$ cat config.mk
export PLATFORM = sky130hd
export DESIGN_NAME = ff_mode_reg_flat
export DESIGN_NICKNAME = d
export VERILOG_FILES = /design/src/rtl/ff_mode_pkg.sv /design/src/rtl/ff_mode_reg_if.sv /design/src/rtl/ff_mode_bit.sv /design/src/rtl/ff_mode_reg.sv /design/src/flat_wrapper.sv
export SDC_FILE = /design/constraint.sdc
export NUM_CORES = 1
export LEC_CHECK = 0
export CAP_MARGIN = 20
export CORE_MARGIN = 8
export CORE_UTILIZATION = 30
export CTS_CLUSTER_SIZE = 14
export DETAILED_ROUTE_END_ITERATION = 10
export PLACE_DENSITY_LB_ADDON = 0.3
export SKIP_CTS_REPAIR_TIMING = 1
export SYNTH_ARGS = -nofsm -noshare
export SYNTH_HDL_FRONTEND = slang
export SYNTH_SLANG_ARGS = --single-unit
$ cat constraint.sdc
create_clock -name clk -period 3.3 [get_ports clk]
set_input_delay 0.825 -clock clk [delete_from_list [all_inputs] [get_ports clk]]
set_output_delay 0.825 -clock clk [all_outputs]
set_load 0.005 [all_outputs]
$ cat src/rtl/ff_mode_pkg.sv
// Shared mode encoding for the command-driven D-storage register.
package ff_mode_pkg;

  typedef logic [1:0] ff_mode_t;

  localparam ff_mode_t MODE_SR = 2'b00;
  localparam ff_mode_t MODE_JK = 2'b01;
  localparam ff_mode_t MODE_D  = 2'b10;
  localparam ff_mode_t MODE_T  = 2'b11;

endpackage

$ cat src/rtl/ff_mode_reg_if.sv
// Command/status bundle between control logic (master) and ff_mode_reg (slave).
interface ff_mode_reg_if #(
   parameter int WIDTH = 8,
   parameter int CNT_W = 8
);
   import ff_mode_pkg::*;

   // No handshake: en qualifies mode/a/b for exactly the next rising edge;
   // clr_viol acts on that edge regardless of en.
   logic             en;
   ff_mode_t         mode;
   logic [WIDTH-1:0] a;
   logic [WIDTH-1:0] b;
   logic             clr_viol;
   logic [WIDTH-1:0] q;
   logic [WIDTH-1:0] qb;
   logic             viol;
   logic [CNT_W-1:0] viol_cnt;

   modport master (
      output en, mode, a, b, clr_viol,
      input  q, qb, viol, viol_cnt
   );

   modport slave (
      input  en, mode, a, b, clr_viol,
      output q, qb, viol, viol_cnt
   );

endinterface

$ cat src/rtl/ff_mode_bit.sv
// One storage bit: converts an SR/JK/D/T command into the D input of a flop.
module ff_mode_bit
   import ff_mode_pkg::*;
(
   input  logic     clk,
   input  logic     rst_n,
   input  logic     en,
   input  ff_mode_t mode,
   input  logic     a,
   input  logic     b,
   output logic     q,
   output logic     forbidden
);

   logic d_next;

   always_comb begin
      d_next = q;
      case (mode)
         MODE_SR: begin
            // 11 is forbidden and simply holds; the top level accounts for it
            if (a && !b)      d_next = 1'b1;
            else if (!a && b) d_next = 1'b0;
         end
         MODE_JK: begin
            case ({a, b})
               2'b10:   d_next = 1'b1;
               2'b01:   d_next = 1'b0;
               2'b11:   d_next = ~q;
               default: d_next = q;
            endcase
         end
         MODE_D:  d_next = a;
         MODE_T:  d_next = q ^ a;
         default: d_next = q;
      endcase
   end

   always_ff @(posedge clk or negedge rst_n) begin
      if (!rst_n)  q <= 1'b0;
      else if (en) q <= d_next;
   end

   assign forbidden = (mode == MODE_SR) && a && b;

endmodule

$ cat src/rtl/ff_mode_reg.sv
// WIDTH-bit command-driven register with sticky forbidden-SR flag and saturating counter.
module ff_mode_reg
   import ff_mode_pkg::*;
#(
   parameter int WIDTH = 8,
   parameter int CNT_W = 8
) (
   input logic         clk,
   input logic         rst_n,
   ff_mode_reg_if.slave bus
);

   localparam logic [CNT_W-1:0] CNT_MAX = '1;
   localparam logic [CNT_W-1:0] CNT_ONE = CNT_W'(1);

   logic [WIDTH-1:0] q_int;
   logic [WIDTH-1:0] forb;
   logic             viol_now;
   logic             viol_r;
   logic [CNT_W-1:0] cnt_r;

   for (genvar i = 0; i < WIDTH; i++) begin : g_bit
      ff_mode_bit u_bit (
         .clk       (clk),
         .rst_n     (rst_n),
         .en        (bus.en),
         .mode      (bus.mode),
         .a         (bus.a[i]),
         .b         (bus.b[i]),
         .q         (q_int[i]),
         .forbidden (forb[i])
      );
   end

   // One count per cycle no matter how many bits collide.
   assign viol_now = bus.en && (|forb);

   always_ff @(posedge clk or negedge rst_n) begin
      if (!rst_n) begin
         viol_r <= 1'b0;
         cnt_r  <= '0;
      end else if (viol_now) begin
         // A fresh violation beats a simultaneous clear.
         viol_r <= 1'b1;
         if (bus.clr_viol)          cnt_r <= CNT_ONE;
         else if (cnt_r != CNT_MAX) cnt_r <= cnt_r + CNT_ONE;
      end else if (bus.clr_viol) begin
         viol_r <= 1'b0;
         cnt_r  <= '0;
      end
   end

   assign bus.q        = q_int;
   assign bus.qb       = ~q_int;
   assign bus.viol     = viol_r;
   assign bus.viol_cnt = cnt_r;

endmodule

$ cat src/flat_wrapper.sv
// flat-port wrapper written by rule: the top's interface ports become plain ports
module ff_mode_reg_flat import ff_mode_pkg::*;
#(
   parameter int WIDTH = 8,
   parameter int CNT_W = 8
)
  (clk, rst_n, bus_en, bus_mode, bus_a, bus_b, bus_clr_viol, bus_q, bus_qb, bus_viol, bus_viol_cnt);
  ff_mode_reg_if #(.WIDTH(WIDTH), .CNT_W(CNT_W)) bus_i ();
  input logic clk;
  input logic rst_n;
  input wire logic [$bits(bus_i.en)-1:0] bus_en;
  input wire logic [$bits(bus_i.mode)-1:0] bus_mode;
  input wire logic [$bits(bus_i.a)-1:0] bus_a;
  input wire logic [$bits(bus_i.b)-1:0] bus_b;
  input wire logic [$bits(bus_i.clr_viol)-1:0] bus_clr_viol;
  output wire logic [$bits(bus_i.q)-1:0] bus_q;
  output wire logic [$bits(bus_i.qb)-1:0] bus_qb;
  output wire logic [$bits(bus_i.viol)-1:0] bus_viol;
  output wire logic [$bits(bus_i.viol_cnt)-1:0] bus_viol_cnt;
  assign bus_i.en = bus_en;
  assign bus_i.mode = bus_mode;
  assign bus_i.a = bus_a;
  assign bus_i.b = bus_b;
  assign bus_i.clr_viol = bus_clr_viol;
  assign bus_q = bus_i.q;
  assign bus_qb = bus_i.qb;
  assign bus_viol = bus_i.viol;
  assign bus_viol_cnt = bus_i.viol_cnt;
  ff_mode_reg #(.WIDTH(WIDTH), .CNT_W(CNT_W)) u_core (.clk(clk), .rst_n(rst_n), .bus(bus_i));
endmodule
==> results of run 1 <==
[report_power, final]
group	internal [mW]	switching, mW
Sequential	0.229	0.0271
Clock	0.0837	0.0749
Combinational	0.151	0.119
Total	0.464	0.221
[cells by family after synthesis]
family          Yosys count
compound gates           58
mux                      22
fa+ha+maj                25
simple gates             46
flops                    17
buf+inv                  46
xor+xnor                  1
[sequential cells by signal, indices dropped and copies added, names as in the netlist]
name / cells
u_core.bus.viol: 1
u_core.bus.viol_cnt: 8
u_core.g_bit.u_bit.q: 8
[worst min-delay path: stages (launching register included)]
cell	delay [ns]
dfrtp_1	0.38
inv_1	0.06
o22ai_1	0.07
[metal layers]
metal  wire length, µm  vias to the layer above
li1                  -                      857
met1              2190                      793
met2              2135                       55
met3               312                        7
met4                79                        0
met5                 0                        -
[worst max path at each step]
stage	start	to	slack, ns	cells after the start
after global placement	bus_en	u_core.bus.viol_cnt[5]	0.63	5
after CTS	bus_mode[0]	u_core.bus.viol_cnt[5]	0.89	5
after detailed placement	bus_mode[0]	u_core.bus.viol_cnt[5]	0.63	5
final	bus_mode[0]	u_core.bus.viol_cnt[5]	0.89	5
after floorplan	bus_en	u_core.bus.viol_cnt[5]	1.10	5
after global routing	bus_en	u_core.bus.viol_cnt[5]	0.77	5
[cell type report]
cell class | count | share of cell area (%)
Timing Repair Buffer | 49 | 20.55
Inverter | 28 | 4.473
Clock buffer | 3 | 1.757
Clock inverter | 1 | 0.2130
Sequential cell | 17 | 18.10
Multi-Input combinational cell | 152 | 50.91
Tap cell | 75 | 3.994
[through the flow]
step	hold slack, ns	util [%]	power, mW	instances	instance area, µm²
floorplan	0.5255	-	0.4048	215	1834
detailed placement	0.5403	38.91	0.5342	321	2303
CTS	0.5513	39.69	0.6943	325	2350
global route	0.5871	39.69	0.7376	325	2350
global placement	0.5384	38.91	0.5312	321	2303
finish	0.5521	39.69	0.6852	325	2350
[layout by cell type (no fill, tap or decap), types with 2 or more instances in the layout]
cell type / Yosys / layout
a211oi_1: 6 / 6
a21oi_1: 4 / 4
a221oi_1: 2 / 2
a22oi_1: 4 / 4
a2bb2oi_1: 2 / 2
a311oi_1: 4 / 4
a31oi_1: 10 / 10
and3_1: 6 / 6
and4_1: 2 / 2
buf_4: 8 / 3
clkbuf_8: 0 / 3
clkdlybuf4s50_1: 0 / 46
dfrtp_1: 17 / 17
ha_1: 25 / 25
inv_1: 28 / 28
mux2i_1: 22 / 22
nand2_1: 6 / 6
nand2b_1: 4 / 4
nand3_1: 6 / 6
nand4_1: 2 / 2
nor2_1: 6 / 6
nor2b_1: 2 / 2
nor3_1: 7 / 7
o211ai_1: 5 / 5
o21ai_0: 13 / 13
==> results.ini, run 1 <==
[clock_tree]
clk_pin_slew_ns = 0.07
clock-root-buffer = clkbuf_8
htreeDepth = 1
cts_tree = yes
clk_latency_ns = 0.25
cts.path.max_buffers = 2
numCtsBuffers = 3
clock-sinks = 17

[worst_setup_path]
cp_slowest_cell = clkdlybuf4s50_1
start_kind = input port
rr_endpoint = u_core.bus.viol_cnt[5]
crit_buf_inv = 1
cpLargestDelayFamily = simple AND/OR/NAND/NOR gates
reg2reg_slack_ns = 1.55
worstPathCellList = clkdlybuf4s50_1 > or3b_4 > a311o_1 > or4_1 > a21oi_1
cp_max_fo = 4
reg2reg_from = u_core.bus.viol_cnt[5]
crit_required_ns = 3.47
cp_data_arrival_time_ns = 2.59
ff2ff_path_depth = 4
path_class = in -> reg
slowest_delay_ns = 0.46
critPathCaptureType = flop

[placed_design]
place.gp.congestion = 0.7718
post-place-ws_ns = 0.6304
io_buffer_count = 46
dp_hpwl_um = 3651

[worst_hold_path]
hold_path.class = reg -> reg
min_to = u_core.bus.viol
hold_start = u_core.bus.viol
min_path_cells = 2

[logic_synthesis]
synth_cells = 215
yosys_warnings = 0
yosysTopAreaCell = dfrtp_1
synth_common_cells = 28 x inv_1, 25 x ha_1, 22 x mux2i_1
synth_top_family_by_area = compound AO/OA/AOI/OAI gates
synth_seq_cells = 17
seq_area_frac_synth_pct = 23.19
synth_top_area_share_pct = 23.19
synth.most_common_cell = inv_1
synth.avg_cell_area_um2 = 8.531
synth_xor_area_share_pct = 0.4775
synth_area_um2 = 1834
synth_cell_type_count = 40
syn_nets = 262
synth_fa_ha_area_share_pct = 17.05
synth_area_leaders = dfrtp_1 23%, ha_1 17%, mux2i_1 12%
synth_edf_count = 0
yosys.area_share.simple_pct = 14.05
synthFlopType = dfrtp_1
muxShareOfSynthArea_pct = 12.01
synth-async-reset-ratio_pct = 100.0
synth_compound_area_share_pct = 21.62

[routing]
drc = 0
routed_wirelength_um = 4717
initialDrtViolationCount = 117
wire_per_inst_um = 14.51
via_count = 1712
viasPerCell = 5.268
final_antenna_net_count = 0
drt_first_pass_iters = 4

[power_and_ir_drop]
leakagePower_nw = 1.056
powerDensity_nw_per_um2 = 291.6
ir_drop_mv = 0.1682

[cells_and_area]
ff_latch_area_um2 = 425.4
final_nets = 298
multi_input_area_um2 = 1196
fillers = 606
diodes = 0
drive_gt1_share_pct = 3.600
areaGrowthSynthToFinish_pct = 28.10

[sta]
layout_setup_ws_ns = 0.8877
max_freq_ghz = 0.4145
period_needed_ns = 2.412
rsz0062_at_grt = no
slew_violations = 0
skew_ns = 0.0007751
relSlewSlack_pct = 46.14
hold_viol_final = 0
setup-violations-final = 0
finalSetupTns_ns = 0
worstMarginPinSlew_ns = 0.8054
fin_crit_sh_pct = 73.10

[floorplanning]
coreArea_um2 = 5921
initial_core_util_pct = 30.98
rows = 28
dieWidth_um = 94.20
fp.dieH_um = 94.20
io_pins = 47
die-area_um2 = 8873

[global_route]
use_met2_pct = 16.98
met1_usage_pct = 14.64
grt.total_usage_pct = 10.76
grt_pass1_vias = 1645
antenna_found_initial = 0
grt_use_met3_pct = 1.759
grt_busiest_layer = met2
grt_pass1_wl_um = 7928
grt_overflow = 0
grt_start_max_net_pins = 29

[outcome]
status = complete, no violations

[run]
drv_cap = 0

No activity file was read; power rests on OpenSTA's default activity.
==> inputs of run 2 (changes only) <==
Clock period 3.3 ns to 2.45 ns, I/O delays scaled along.
==> run 2 against run 1 <==
Compared with the run above: clock power grew 38%; via count grew 0.41%; cell count grew 1.5%; global-route usage grew 0.24 points.
==> results.ini, run 2 (synthesis gave the netlist of run 1 again) <==
[outcome]
status = complete, no violations

[routing]
wire_per_inst_um = 14.50  ; about the same
drt_first_pass_iters = 4  ; unchanged
drc = 0  ; unchanged
final_antenna_net_count = 0  ; unchanged
viasPerCell = 5.209  ; -1.1%
via_count = 1719  ; +0.41%
initialDrtViolationCount = 124  ; +6.0%
routed_wirelength_um = 4786  ; +1.5%

[clock_tree]
clk_pin_slew_ns = 0.07  ; about the same
numCtsBuffers = 3  ; unchanged
clock-root-buffer = clkbuf_8
cts_tree = yes
htreeDepth = 1  ; unchanged
clk_latency_ns = 0.25  ; about the same
clock-sinks = 17  ; unchanged
cts.path.max_buffers = 2  ; unchanged

[run]
drv_cap = 0  ; unchanged

[global_route]
grt.total_usage_pct = 11.00  ; +0.24 points
grt_pass1_wl_um = 8004  ; +0.96%
grt_overflow = 0  ; unchanged
antenna_found_initial = 0  ; unchanged
grt_pass1_vias = 1685  ; +2.4%
grt_start_max_net_pins = 30  ; +3.4%

[worst_setup_path]
slowest_delay_ns = 0.48  ; +0.02 ns
start_kind = input port
path_class = in -> reg
cpLargestDelayFamily = simple AND/OR/NAND/NOR gates
crit_required_ns = 2.63  ; -0.84 ns
cp_max_fo = 4  ; unchanged
cp_slowest_cell = clkdlybuf4s50_1
worstPathCellList = clkdlybuf4s50_1 > or3b_4 > a311o_1 > or4_1 > a21oi_1
critPathCaptureType = flop
crit_buf_inv = 1  ; unchanged
cp_data_arrival_time_ns = 2.36  ; -0.23 ns

[cells_and_area]
final_cell_mix = 46 x clkdlybuf4s50_1, 28 x inv_1, 25 x ha_1, 22 x mux2i_1, 17 x dfrtp_1
layout_commonest_cell = clkdlybuf4s50_1
diodes = 0  ; unchanged
drive_gt1_share_pct = 5.098  ; +1.5 points
areaGrowthSynthToFinish_pct = 30.08
fin_cells = 330  ; +1.5%
final_nets = 303  ; +1.7%

[power_and_ir_drop]
finalPower_mw = 0.9347  ; +36%
p_int_mw = 0.6331  ; +36%
pwr-share-clk_pct = 23.5  ; +0.4 points
pwr-share-seq_pct = 36.9  ; -0.5 points
ir_drop_mv = 0.1977  ; +18%
powerDensity_nw_per_um2 = 391.7  ; +34%
swShare_pct = 32.26  ; about the same
leakagePower_nw = 1.076  ; +1.9%
p_sw_mw = 0.3015  ; +36%
comb_power_share_pct = 39.6  ; +0.2 points

[sta]
worstMarginPinSlew_ns = 0.3994  ; -0.4061 ns
finalSetupTns_ns = 0  ; unchanged
relSlewSlack_pct = 73.29  ; +27 points
max_freq_ghz = 0.4574
setup-violations-final = 0  ; unchanged
fin_crit_sh_pct = 89.24
holdWs_ns = 0.5430  ; -0.009124 ns
period_needed_ns = 2.186
hold_viol_final = 0  ; unchanged
slew_violations = 0  ; unchanged
skew_ns = 0.001498  ; +0.0007228 ns
layout_setup_ws_ns = 0.2637  ; -0.6240 ns
rsz0062_at_grt = no

[floorplanning]
io_pins = 47  ; unchanged
rows = 28  ; unchanged
coreArea_um2 = 5921  ; unchanged
die-area_um2 = 8873  ; unchanged
dieWidth_um = 94.20  ; unchanged
fp.dieH_um = 94.20  ; unchanged
initial_core_util_pct = 30.98  ; unchanged

[placed_design]
post-place-ws_ns = 0.01483  ; -0.6156 ns
place.gp.congestion = 0.8173  ; +5.9%
dp_hpwl_um = 3593  ; -1.6%
io_buffer_count = 46  ; unchanged
dp_cells = 326  ; +1.6%

[worst_hold_path]
hold_path.class = reg -> reg

run 2: cell types whose count changed in the layout (fill, tap and decap cells not counted):
cell	before	now
clkbuf_1	0	1
clkinv_2	1	0
buf_4	3	8
run 2: worst paths after layout:
kind,from,to,slack (ns),cells past startpoint
setup reg to reg,u_core.bus.viol_cnt[4],u_core.bus.viol_cnt[5],0.68,4
hold / removal,u_core.bus.viol,u_core.bus.viol,0.54,2
hold reg to reg,u_core.bus.viol,u_core.bus.viol,0.54,2
setup / recovery,bus_en,u_core.bus.viol_cnt[5],0.26,5
min in group asynchronous,rst_n,u_core.bus.viol_cnt[6],0.68,2
max in group asynchronous,rst_n,u_core.bus.viol_cnt[1],1.57,2
run 2: power by group through the flow:
stage,sequential (mW),clock (mW),combinational (mW)
2_1_floorplan,0.340,0,0.206
3_3_place_gp,0.350,0,0.369
3_5_place_dp,0.351,0,0.374
4_1_cts,0.345,0.226,0.376
5_1_grt,0.352,0.238,0.412
6_report,0.345,0.220,0.370
run 2: layer usage:
layer | wire length (µm) | track usage, %
met5 | 0 | 0
met4 | 82 | 3.303
met3 | 293 | 2.638
met2 | 2173 | 17.44
met1 | 2237 | 14.30
run 2: area by class of cell:
| cell class | count | area, µm² |
|---|---|---|
| well taps | 75 | 93.84 |
| inverters | 28 | 105.1 |
| flip-flops and latches | 17 | 425.4 |
| fillers | 607 | 3535 |
| clock buffers | 4 | 45.04 |
| multi-input cells | 152 | 1196 |
| repair buffers | 54 | 520.5 |
run 2: worst register-to-register path, delay by kind of cell, from the launching register on:
family          cells  cell delay (ns)
compound gates      2             0.56
simple gates        2             0.69
flops               1             0.44
run 2: metrics by stage:
stage / util (%) / instance area, µm²
finish: 40.30 / 2386
global route: 40.30 / 2386
CTS: 40.30 / 2386
detailed placement: 39.54 / 2341
global placement: 39.54 / 2341
floorplan: - / 1834
